`src/rtl/axi_reg_slice.sv`:
```
// Fully registered AXI4 pipeline stage with a two-entry skid buffer on AW, W, B, AR and R.
// Define AXI_REG_SLICE_OUTSTANDING_LIMIT_EN to cap in-flight reads and writes at MAX_OUTSTANDING.

module axi_reg_slice_stage #(
  parameter int WIDTH = 8
) (
  input  logic             clock,
  input  logic             reset,
  input  logic             in_valid,
  output logic             in_ready,
  input  logic [WIDTH-1:0] in_data,
  output logic             out_valid,
  input  logic             out_ready,
  output logic [WIDTH-1:0] out_data
);
  typedef enum logic [1:0] {EMPTY, ONE, FULL} state_t;

  state_t           state, state_next;
  logic [WIDTH-1:0] main_q, skid_q;
  logic             ready_q, in_hs, out_hs;
  logic             load_main_in, load_main_skid, load_skid;

  assign out_valid = (state != EMPTY);
  assign out_data  = main_q;
  assign in_ready  = ready_q;
  assign in_hs     = in_valid & ready_q;
  assign out_hs    = (state != EMPTY) & out_ready;

  // Ready is registered from the next state so it never depends on out_ready combinationally
  always_ff @(posedge clock or posedge reset) begin
    if (reset) begin
      state   <= EMPTY;
      ready_q <= 1'b0;
    end else begin
      state   <= state_next;
      ready_q <= (state_next != FULL);
    end
  end

  always_ff @(posedge clock or posedge reset) begin
    if (reset) begin
      main_q <= '0;
      skid_q <= '0;
    end else begin
      if (load_main_in)        main_q <= in_data;
      else if (load_main_skid) main_q <= skid_q;
      if (load_skid)           skid_q <= in_data;
    end
  end

  always_comb begin
    state_next = state;
    case (state)
      EMPTY: if (in_hs) state_next = ONE;
      ONE: begin
        if (in_hs && !out_hs)      state_next = FULL;
        else if (!in_hs && out_hs) state_next = EMPTY;
      end
      FULL:    if (out_hs) state_next = ONE;
      default: state_next = EMPTY;
    endcase
  end

  always_comb begin
    load_main_in   = 1'b0;
    load_main_skid = 1'b0;
    load_skid      = 1'b0;
    case (state)
      EMPTY: load_main_in = in_hs;
      ONE: begin
        load_main_in = in_hs & out_hs;
        load_skid    = in_hs & ~out_hs;
      end
      FULL:    load_main_skid = out_hs;
      default: ;
    endcase
  end
endmodule

module axi_reg_slice #(
  parameter int MAX_OUTSTANDING = 8
) (
  input  logic        clock,
  input  logic        reset,
  input  logic [7:0]  s_axi_awid,
  input  logic [31:0] s_axi_awaddr,
  input  logic [7:0]  s_axi_awlen,
  input  logic [2:0]  s_axi_awsize,
  input  logic [1:0]  s_axi_awburst,
  input  logic        s_axi_awlock,
  input  logic [3:0]  s_axi_awcache,
  input  logic [2:0]  s_axi_awprot,
  input  logic [3:0]  s_axi_awqos,
  input  logic        s_axi_awvalid,
  output logic        s_axi_awready,
  input  logic [63:0] s_axi_wdata,
  input  logic [7:0]  s_axi_wstrb,
  input  logic        s_axi_wlast,
  input  logic        s_axi_wvalid,
  output logic        s_axi_wready,
  output logic [7:0]  s_axi_bid,
  output logic [1:0]  s_axi_bresp,
  output logic        s_axi_bvalid,
  input  logic        s_axi_bready,
  input  logic [7:0]  s_axi_arid,
  input  logic [31:0] s_axi_araddr,
  input  logic [7:0]  s_axi_arlen,
  input  logic [2:0]  s_axi_arsize,
  input  logic [1:0]  s_axi_arburst,
  input  logic        s_axi_arlock,
  input  logic [3:0]  s_axi_arcache,
  input  logic [2:0]  s_axi_arprot,
  input  logic [3:0]  s_axi_arqos,
  input  logic        s_axi_arvalid,
  output logic        s_axi_arready,
  output logic [7:0]  s_axi_rid,
  output logic [63:0] s_axi_rdata,
  output logic [1:0]  s_axi_rresp,
  output logic        s_axi_rlast,
  output logic        s_axi_rvalid,
  input  logic        s_axi_rready,
  output logic [7:0]  m_axi_awid,
  output logic [31:0] m_axi_awaddr,
  output logic [7:0]  m_axi_awlen,
  output logic [2:0]  m_axi_awsize,
  output logic [1:0]  m_axi_awburst,
  output logic        m_axi_awlock,
  output logic [3:0]  m_axi_awcache,
  output logic [2:0]  m_axi_awprot,
  output logic [3:0]  m_axi_awqos,
  output logic        m_axi_awvalid,
  input  logic        m_axi_awready,
  output logic [63:0] m_axi_wdata,
  output logic [7:0]  m_axi_wstrb,
  output logic        m_axi_wlast,
  output logic        m_axi_wvalid,
  input  logic        m_axi_wready,
  input  logic [7:0]  m_axi_bid,
  input  logic [1:0]  m_axi_bresp,
  input  logic        m_axi_bvalid,
  output logic        m_axi_bready,
  output logic [7:0]  m_axi_arid,
  output logic [31:0] m_axi_araddr,
  output logic [7:0]  m_axi_arlen,
  output logic [2:0]  m_axi_arsize,
  output logic [1:0]  m_axi_arburst,
  output logic        m_axi_arlock,
  output logic [3:0]  m_axi_arcache,
  output logic [2:0]  m_axi_arprot,
  output logic [3:0]  m_axi_arqos,
  output logic        m_axi_arvalid,
  input  logic        m_axi_arready,
  input  logic [7:0]  m_axi_rid,
  input  logic [63:0] m_axi_rdata,
  input  logic [1:0]  m_axi_rresp,
  input  logic        m_axi_rlast,
  input  logic        m_axi_rvalid,
  output logic        m_axi_rready
);
  if (MAX_OUTSTANDING < 1 || MAX_OUTSTANDING > 255) begin : g_bad_max
    $error("axi_reg_slice: MAX_OUTSTANDING must be within 1..255");
  end

  logic [64:0] aw_in, aw_out, ar_in, ar_out;
  logic [72:0] w_in, w_out;
  logic [9:0]  b_in, b_out;
  logic [74:0] r_in, r_out;
  logic        aw_allow, ar_allow, aw_slice_ready, ar_slice_ready;

  assign aw_in = {s_axi_awid, s_axi_awaddr, s_axi_awlen, s_axi_awsize, s_axi_awburst,
                  s_axi_awlock, s_axi_awcache, s_axi_awprot, s_axi_awqos};
  assign {m_axi_awid, m_axi_awaddr, m_axi_awlen, m_axi_awsize, m_axi_awburst,
          m_axi_awlock, m_axi_awcache, m_axi_awprot, m_axi_awqos} = aw_out;
  assign ar_in = {s_axi_arid, s_axi_araddr, s_axi_arlen, s_axi_arsize, s_axi_arburst,
                  s_axi_arlock, s_axi_arcache, s_axi_arprot, s_axi_arqos};
  assign {m_axi_arid, m_axi_araddr, m_axi_arlen, m_axi_arsize, m_axi_arburst,
          m_axi_arlock, m_axi_arcache, m_axi_arprot, m_axi_arqos} = ar_out;
  assign w_in  = {s_axi_wdata, s_axi_wstrb, s_axi_wlast};
  assign {m_axi_wdata, m_axi_wstrb, m_axi_wlast} = w_out;
  assign b_in  = {m_axi_bid, m_axi_bresp};
  assign {s_axi_bid, s_axi_bresp} = b_out;
  assign r_in  = {m_axi_rid, m_axi_rdata, m_axi_rresp, m_axi_rlast};
  assign {s_axi_rid, s_axi_rdata, s_axi_rresp, s_axi_rlast} = r_out;

  assign s_axi_awready = aw_slice_ready & aw_allow;
  assign s_axi_arready = ar_slice_ready & ar_allow;

`ifdef AXI_REG_SLICE_OUTSTANDING_LIMIT_EN
  logic [7:0] rd_cnt, wr_cnt;
  logic       rd_inc, rd_dec, wr_inc, wr_dec;

  assign rd_inc   = s_axi_arvalid & s_axi_arready;
  assign rd_dec   = s_axi_rvalid & s_axi_rready & s_axi_rlast;
  assign wr_inc   = s_axi_awvalid & s_axi_awready;
  assign wr_dec   = s_axi_bvalid & s_axi_bready;
  assign ar_allow = (rd_cnt < 8'(MAX_OUTSTANDING));
  assign aw_allow = (wr_cnt < 8'(MAX_OUTSTANDING));

  // A decrement at zero is a protocol error; the counter holds rather than wrapping
  always_ff @(posedge clock or posedge reset) begin
    if (reset) begin
      rd_cnt <= 8'd0;
      wr_cnt <= 8'd0;
    end else begin
      case ({rd_inc, rd_dec})
        2'b10:   rd_cnt <= rd_cnt + 8'd1;
        2'b01:   if (rd_cnt != 8'd0) rd_cnt <= rd_cnt - 8'd1;
        default: ;
      endcase
      case ({wr_inc, wr_dec})
        2'b10:   wr_cnt <= wr_cnt + 8'd1;
        2'b01:   if (wr_cnt != 8'd0) wr_cnt <= wr_cnt - 8'd1;
        default: ;
      endcase
    end
  end

  rd_no_underflow: assert property (@(posedge clock) disable iff (reset) rd_dec |-> rd_cnt != 8'd0);
  wr_no_underflow: assert property (@(posedge clock) disable iff (reset) wr_dec |-> wr_cnt != 8'd0);
`else
  assign ar_allow = 1'b1;
  assign aw_allow = 1'b1;
`endif

  axi_reg_slice_stage #(.WIDTH(65)) u_aw (
    .clock(clock), .reset(reset), .in_valid(s_axi_awvalid & aw_allow), .in_ready(aw_slice_ready),
    .in_data(aw_in), .out_valid(m_axi_awvalid), .out_ready(m_axi_awready), .out_data(aw_out));
  axi_reg_slice_stage #(.WIDTH(73)) u_w (
    .clock(clock), .reset(reset), .in_valid(s_axi_wvalid), .in_ready(s_axi_wready),
    .in_data(w_in), .out_valid(m_axi_wvalid), .out_ready(m_axi_wready), .out_data(w_out));
  axi_reg_slice_stage #(.WIDTH(10)) u_b (
    .clock(clock), .reset(reset), .in_valid(m_axi_bvalid), .in_ready(m_axi_bready),
    .in_data(b_in), .out_valid(s_axi_bvalid), .out_ready(s_axi_bready), .out_data(b_out));
  axi_reg_slice_stage #(.WIDTH(65)) u_ar (
    .clock(clock), .reset(reset), .in_valid(s_axi_arvalid & ar_allow), .in_ready(ar_slice_ready),
    .in_data(ar_in), .out_valid(m_axi_arvalid), .out_ready(m_axi_arready), .out_data(ar_out));
  axi_reg_slice_stage #(.WIDTH(75)) u_r (
    .clock(clock), .reset(reset), .in_valid(m_axi_rvalid), .in_ready(m_axi_rready),
    .in_data(r_in), .out_valid(s_axi_rvalid), .out_ready(s_axi_rready), .out_data(r_out));
endmodule

```
`config.mk`:
```
export PLATFORM = sky130hd
export DESIGN_NAME = axi_reg_slice
export DESIGN_NICKNAME = d
export VERILOG_FILES = /design/src/rtl/axi_reg_slice.sv
export SDC_FILE = /design/constraint.sdc
export NUM_CORES = 1
export LEC_CHECK = 0
export CORE_MARGIN = 4
export CORE_UTILIZATION = 45
export DETAILED_ROUTE_END_ITERATION = 10
export PLACE_DENSITY = 0.85
export SETUP_SLACK_MARGIN = 0.1
export SYNTH_ARGS = -nofsm -noshare
export SYNTH_HDL_FRONTEND = slang
export SYNTH_SLANG_ARGS = --single-unit
```
`constraint.sdc`:
```
create_clock -name clock -period 17.3 [get_ports clock]
set_input_delay 1.73 -clock clock [delete_from_list [all_inputs] [get_ports clock]]
set_output_delay 1.73 -clock clock [all_outputs]
set_load 0.03 [all_outputs]
```
# ---- After elaboration in Yosys (flattened, before gate mapping)
# Cells that the tools add are included.
dict set report word_totals {
  reg_bits 591
  output_inout_bits 298
  in_bits 300
  elab_cells 145
}
dict set report classes {
  eq_ne 15
  n_mux 50
  n_bitwise 25
  reduce_logical 35
}
# op n
set ops {}
lappend ops {{$mux 65} 4}
lappend ops {{$mux 75} 2}
lappend ops {{$mux 73} 2}
lappend ops {{$mux 2} 20}
lappend ops {{$pmux 2 s3} 5}
lappend ops {{$and 1x1->1} 20}
lappend ops {{$mux 10} 2}
lappend ops {{$reduce_bool 2->1} 10}
lappend ops {{$eq 2x1->1 const B} 5}
lappend ops {{$eq 2x2->1 const B} 5}
lappend ops {{$logic_and 1x1->1} 10}
lappend ops {{$logic_not 1->1} 10}
lappend ops {{$logic_not 2->1} 5}
lappend ops {{$mux 1} 10}
lappend ops {{$ne 2x2->1 const B} 5}
lappend ops {{$pmux 1 s2} 5}
lappend ops {{$not 1->1} 5}

# ---- Logic depth before layout (Yosys ltp)
dict set report depth {
  ltp_word 7
  mapped_depth 5
}

# ---- Cells and area by module
# From an unflattened synthesis, not the netlist that was laid out.
dict set report hier_totals {
  hier_cells 1619
  hier_area_um2 26852.0
}
# mod seq_area_each_um2 area_per_inst_um2 n_inst cells_each
set modules_own_cells {}
lappend modules_own_cells {{axi_reg_slice_stage at u_ar ...} 3328.2 5974.5 2 363}
lappend modules_own_cells {{axi_reg_slice_stage at u_w} 3728.6 7036.7 1 406}
lappend modules_own_cells {{axi_reg_slice_stage at u_r} 3828.7 6844.1 1 417}
lappend modules_own_cells {{axi_reg_slice_stage at u_b} 575.6 1022.2 1 70}

# ---- Least setup slack after synthesis
# No wires, ideal clock.
dict set report synth_timing {
  path_type {input -> register}
  startpoint {input port s_axi_rready}
  endpoint {register u_r.skid_q[36]}
  path_slack_ps 14325
  arrival_ps 2850
  path_stages 5
  cell_sequence {nand2b_1 -> nor3_1 -> buf_2 -> buf_4 -> mux2_2}
}
dict set report synth_between {
  elab_chain_cells 4
}
# element line_no
set synth_lines {}
lappend synth_lines {{start: declaration} 121} ;# input logic s_axi_rready,
lappend synth_lines {{$and 1x1->1} 27} ;# assign out_hs = (state != EMPTY) & out_ready;
lappend synth_lines {{$not 1->1} 72} ;# load_skid = in_hs & ~out_hs;
lappend synth_lines {{$and 1x1->1} 72}
lappend synth_lines {{$mux 1} 68} ;# case (state)
lappend synth_lines {{end signal: assignment} 47} ;# if (load_skid) skid_q <= in_data;
lappend synth_lines {{end: declaration} 19} ;# logic [WIDTH-1:0] main_q, skid_q;
# Every way passes these cells.
# A chain may end at the register's enable or synchronous reset.

==> impl_metrics.yaml <==
sta:
  rsz0062_at_grt: "no"
  slew_viol_final: 0
  finalSetupViolCount: 0
  period_needed_ns: 4.33
  maxSlewHeadroom: 0.245
  clock_skew_ns: 0.0205
  tightest_slew_ns: 1.13
  fmax_mhz: 231
  fin_hold_ws_ns: 0.483
  setup_tns_ns: 0
  post-route-period-util: 0.250
  hold_violations: 0
place:
  port_buffers: 597
  dpl.cell_count: 2895
  hpwl_um: 45000
  dpl_cell_area_mm2: 0.0321
  gp_congestion: 0.801
hold_path:
  hp-class: "flip-flop to flip-flop"
  worst_hold_path.endpoint: "u_r.skid_q[32]"
  min_from: "u_r.skid_q[32]"
  whs_path_depth: 1
floorplan:
  start_util: 0.458
  die_w_um: 246
  die_y_um: 246
  rows: 86
  coreArea_mm2: 0.0556
  io_pins: 598
  fp.dieArea_mm2: 0.0605
clock_network:
  max-clock-path-buffers: 3
  htreeDepth: 2
  cts_setup_buffers: 0
  cts_root_buf: "clkbuf_16"
  clkLatencyLatePin_ns: 0.60
  ctsResizeCount: 0
  cts_buffers: 60
  clk_pin_slew_ns: 0.06
  clock_sinks: 591
  cts_tree: "done"
  postCtsHoldBufs: 0
worst_setup_path:
  cp_slowest_cell: "buf_4"
  path_cells: "clkdlybuf4s50_1, clkinvlp_4, buf_4, buf_12, buf_4"
  rr_startpoint: "u_aw.state[0]"
  crit_required_ns: 17.86
  max_stage_delay_ns: 0.93
  path_common_cell: "buf_4"
  path_class: "primary input to asynchronous set/reset pin"
  r2r_end: "u_aw.skid_q[12]"
  reg2reg_slack_ns: 14.63
  path_max_fanout: 184
  crit_path_start_kind: "primary input"
  worstRegToRegCells: 4
  arrival_ns: 4.89
  end_kind: "asynchronous set/reset pin"
drt:
  vias_per_cell: 5.16
  vias: 15574
  ant_nets: 0
  drt_first_iter_violations: 610
  drc: 0
  finalWirelength_um: 64500
  post_drt_wl_per_cell_um: 21.4
  drt_pre_antenna_iters: 4
power_and_ir_drop:
  p_int_mw: 4.41
  power_frac_seq: 0.363
  p_comb_frac: 0.441
  p_leak_nw: 14.1
  p_sw_frac: 0.348
  vdd_drop_max_mv: 0.132
  clockPowerShare: 0.195
  power.switching_mw: 2.36
  power_density_mw_per_mm2: 198
logic_synthesis:
  yosysTopAreaCell: "dfrtp_1"
  synth.distinct_cells: 20
  yosysTopAreaCellShare: 0.580
  synthTopCellsByArea: "dfrtp_1, mux2_2, mux2_1"
  syn_area_mm2: 0.0255
  syn_avg_cell_area_um2: 15.7
  syn-instance-count: 1619
  yosysSeqAreaShare: 0.580
  syn-num-nets: 1919
  synth_seq_cells: 591
  synth_warnings: 0
global_route:
  grt_use_total: 0.207
  gr-total-overflow: 0
  first_global_vias: 17298
  met3_usage: 0.0576
  grt_pass1_wl_um: 98500
  grt.met2_usage: 0.372
  gr-max-usage-layer: "met2"
  antenna_found_initial: 15
  grt_max_degree: 185
  grt_util_met1: 0.225
cells_and_area:
  fin_nets: 2509
  nFillCells: 4096
  final_common_cell: "mux2_2"
  layout-area-overhead-vs-synth_pct: 34.0
  layout_common_cells: "mux2_2, clkdlybuf4s50_1, dfrtp_1, mux2_1, clkbuf_16"
  final_layout_size_suffix_gt1_frac: 0.415
  final_cells: 3017
  final_area_mm2: 0.0342
outcome:
  status: "complete, no violations"
run:
  drv_cap: 0
## area by class of cell
class | count | area, um2 | area share
clock buffers | 86 | 1720 | 0.0503
flip-flops and latches | 591 | 14800 | 0.433
clock inverters | 22 | 303 | 0.00886
repair buffers | 618 | 6160 | 0.180
diodes | 14 | 35.0 | 0.00103
inverters | 9 | 37.5 | 0.00110
multi-input cells | 929 | 10200 | 0.298
well taps | 748 | 936 | 0.0274
## worst max path at each step
stage / start / to / slack (ns) / cells after the start
2_1_floorplan: reset / u_ar.in_ready / 7.51 / 1
3_3_place_gp: reset / u_w.out_data[49] / 12.39 / 5
3_5_place_dp: reset / u_ar.out_data[52] / 12.28 / 5
4_1_cts: reset / u_w.in_ready / 12.93 / 5
5_1_grt: reset / u_ar.out_data[48] / 12.52 / 5
6_report: reset / u_ar.skid_q[52] / 12.97 / 5
## power groups by stage
stage / registers [mW] / clock network (mW) / logic, mW
3_5_place_dp: 2.48 / 0 / 3.00
6_report: 2.46 / 1.32 / 2.99
5_1_grt: 2.54 / 1.42 / 3.15
2_1_floorplan: 3.08 / 0 / 1.21
4_1_cts: 2.46 / 1.35 / 3.02
3_3_place_gp: 2.41 / 0 / 2.91
## through the flow
step           power, mW  worst slack [ns]   util
2_1_floorplan       4.30              7.51      -
3_3_place_gp        5.32             12.39  0.577
3_5_place_dp        5.48             12.28  0.577
4_1_cts             6.84             12.93  0.614
5_1_grt             7.11             12.52  0.614
6_report            6.77             12.97  0.614
## critical path, delay by kind of cell
| kind | cells | cell delay (ns) |
|---|---|---|
| buffers and inverters | 5 | 2.90 |
## sequential cells by signal, summed over array words and instances (netlist names)
| name | count |
|---|---|
| u_w.out_data | 73 |
| u_w.skid_q | 73 |
| u_w.state | 2 |
| u_aw.state | 2 |
| u_ar.in_ready | 1 |
| u_b.state | 2 |
| u_ar.skid_q | 65 |
| u_ar.out_data | 65 |
| u_r.out_data | 75 |
| u_aw.out_data | 65 |
| u_aw.in_ready | 1 |
| u_b.skid_q | 10 |
| u_aw.skid_q | 65 |
| u_r.in_ready | 1 |
| u_ar.state | 2 |
| u_r.state | 2 |
| u_r.skid_q | 75 |
| u_b.out_data | 10 |
| u_w.in_ready | 1 |
| u_b.in_ready | 1 |
## synthesized netlist by cell type, drive strengths merged
master	number
mux2	869
dfrtp	591
buf	85
nand2	10
inv	9
a21oi	8
nand2b	8
or2	7
and3b	5
clkbuf	5
nand3b	5
nor3	5
o22ai	5
nand4b	3
nor2	2
nor3b	2
## routing by layer
metal  vias to the layer above  share of wire
met4                         4          0.044
met1                      7981           0.36
met3                       141          0.067
met5                         -        0.00042
li1                       7025              -
met2                       423           0.53
## logic make-up (layout without fill, tap and decap cells)
family | count (synthesis) | count (layout) | share of synthesized area
other | 0 | 14 | 0
DFF | 591 | 591 | 0.580
buffers and inverters | 99 | 735 | 0.0217
AOI/OAI and AO/OA | 13 | 13 | 0.00280
and+or+nand+nor | 47 | 47 | 0.0116
muxes | 869 | 869 | 0.384
No activity file was read; power rests on OpenSTA's default activity.
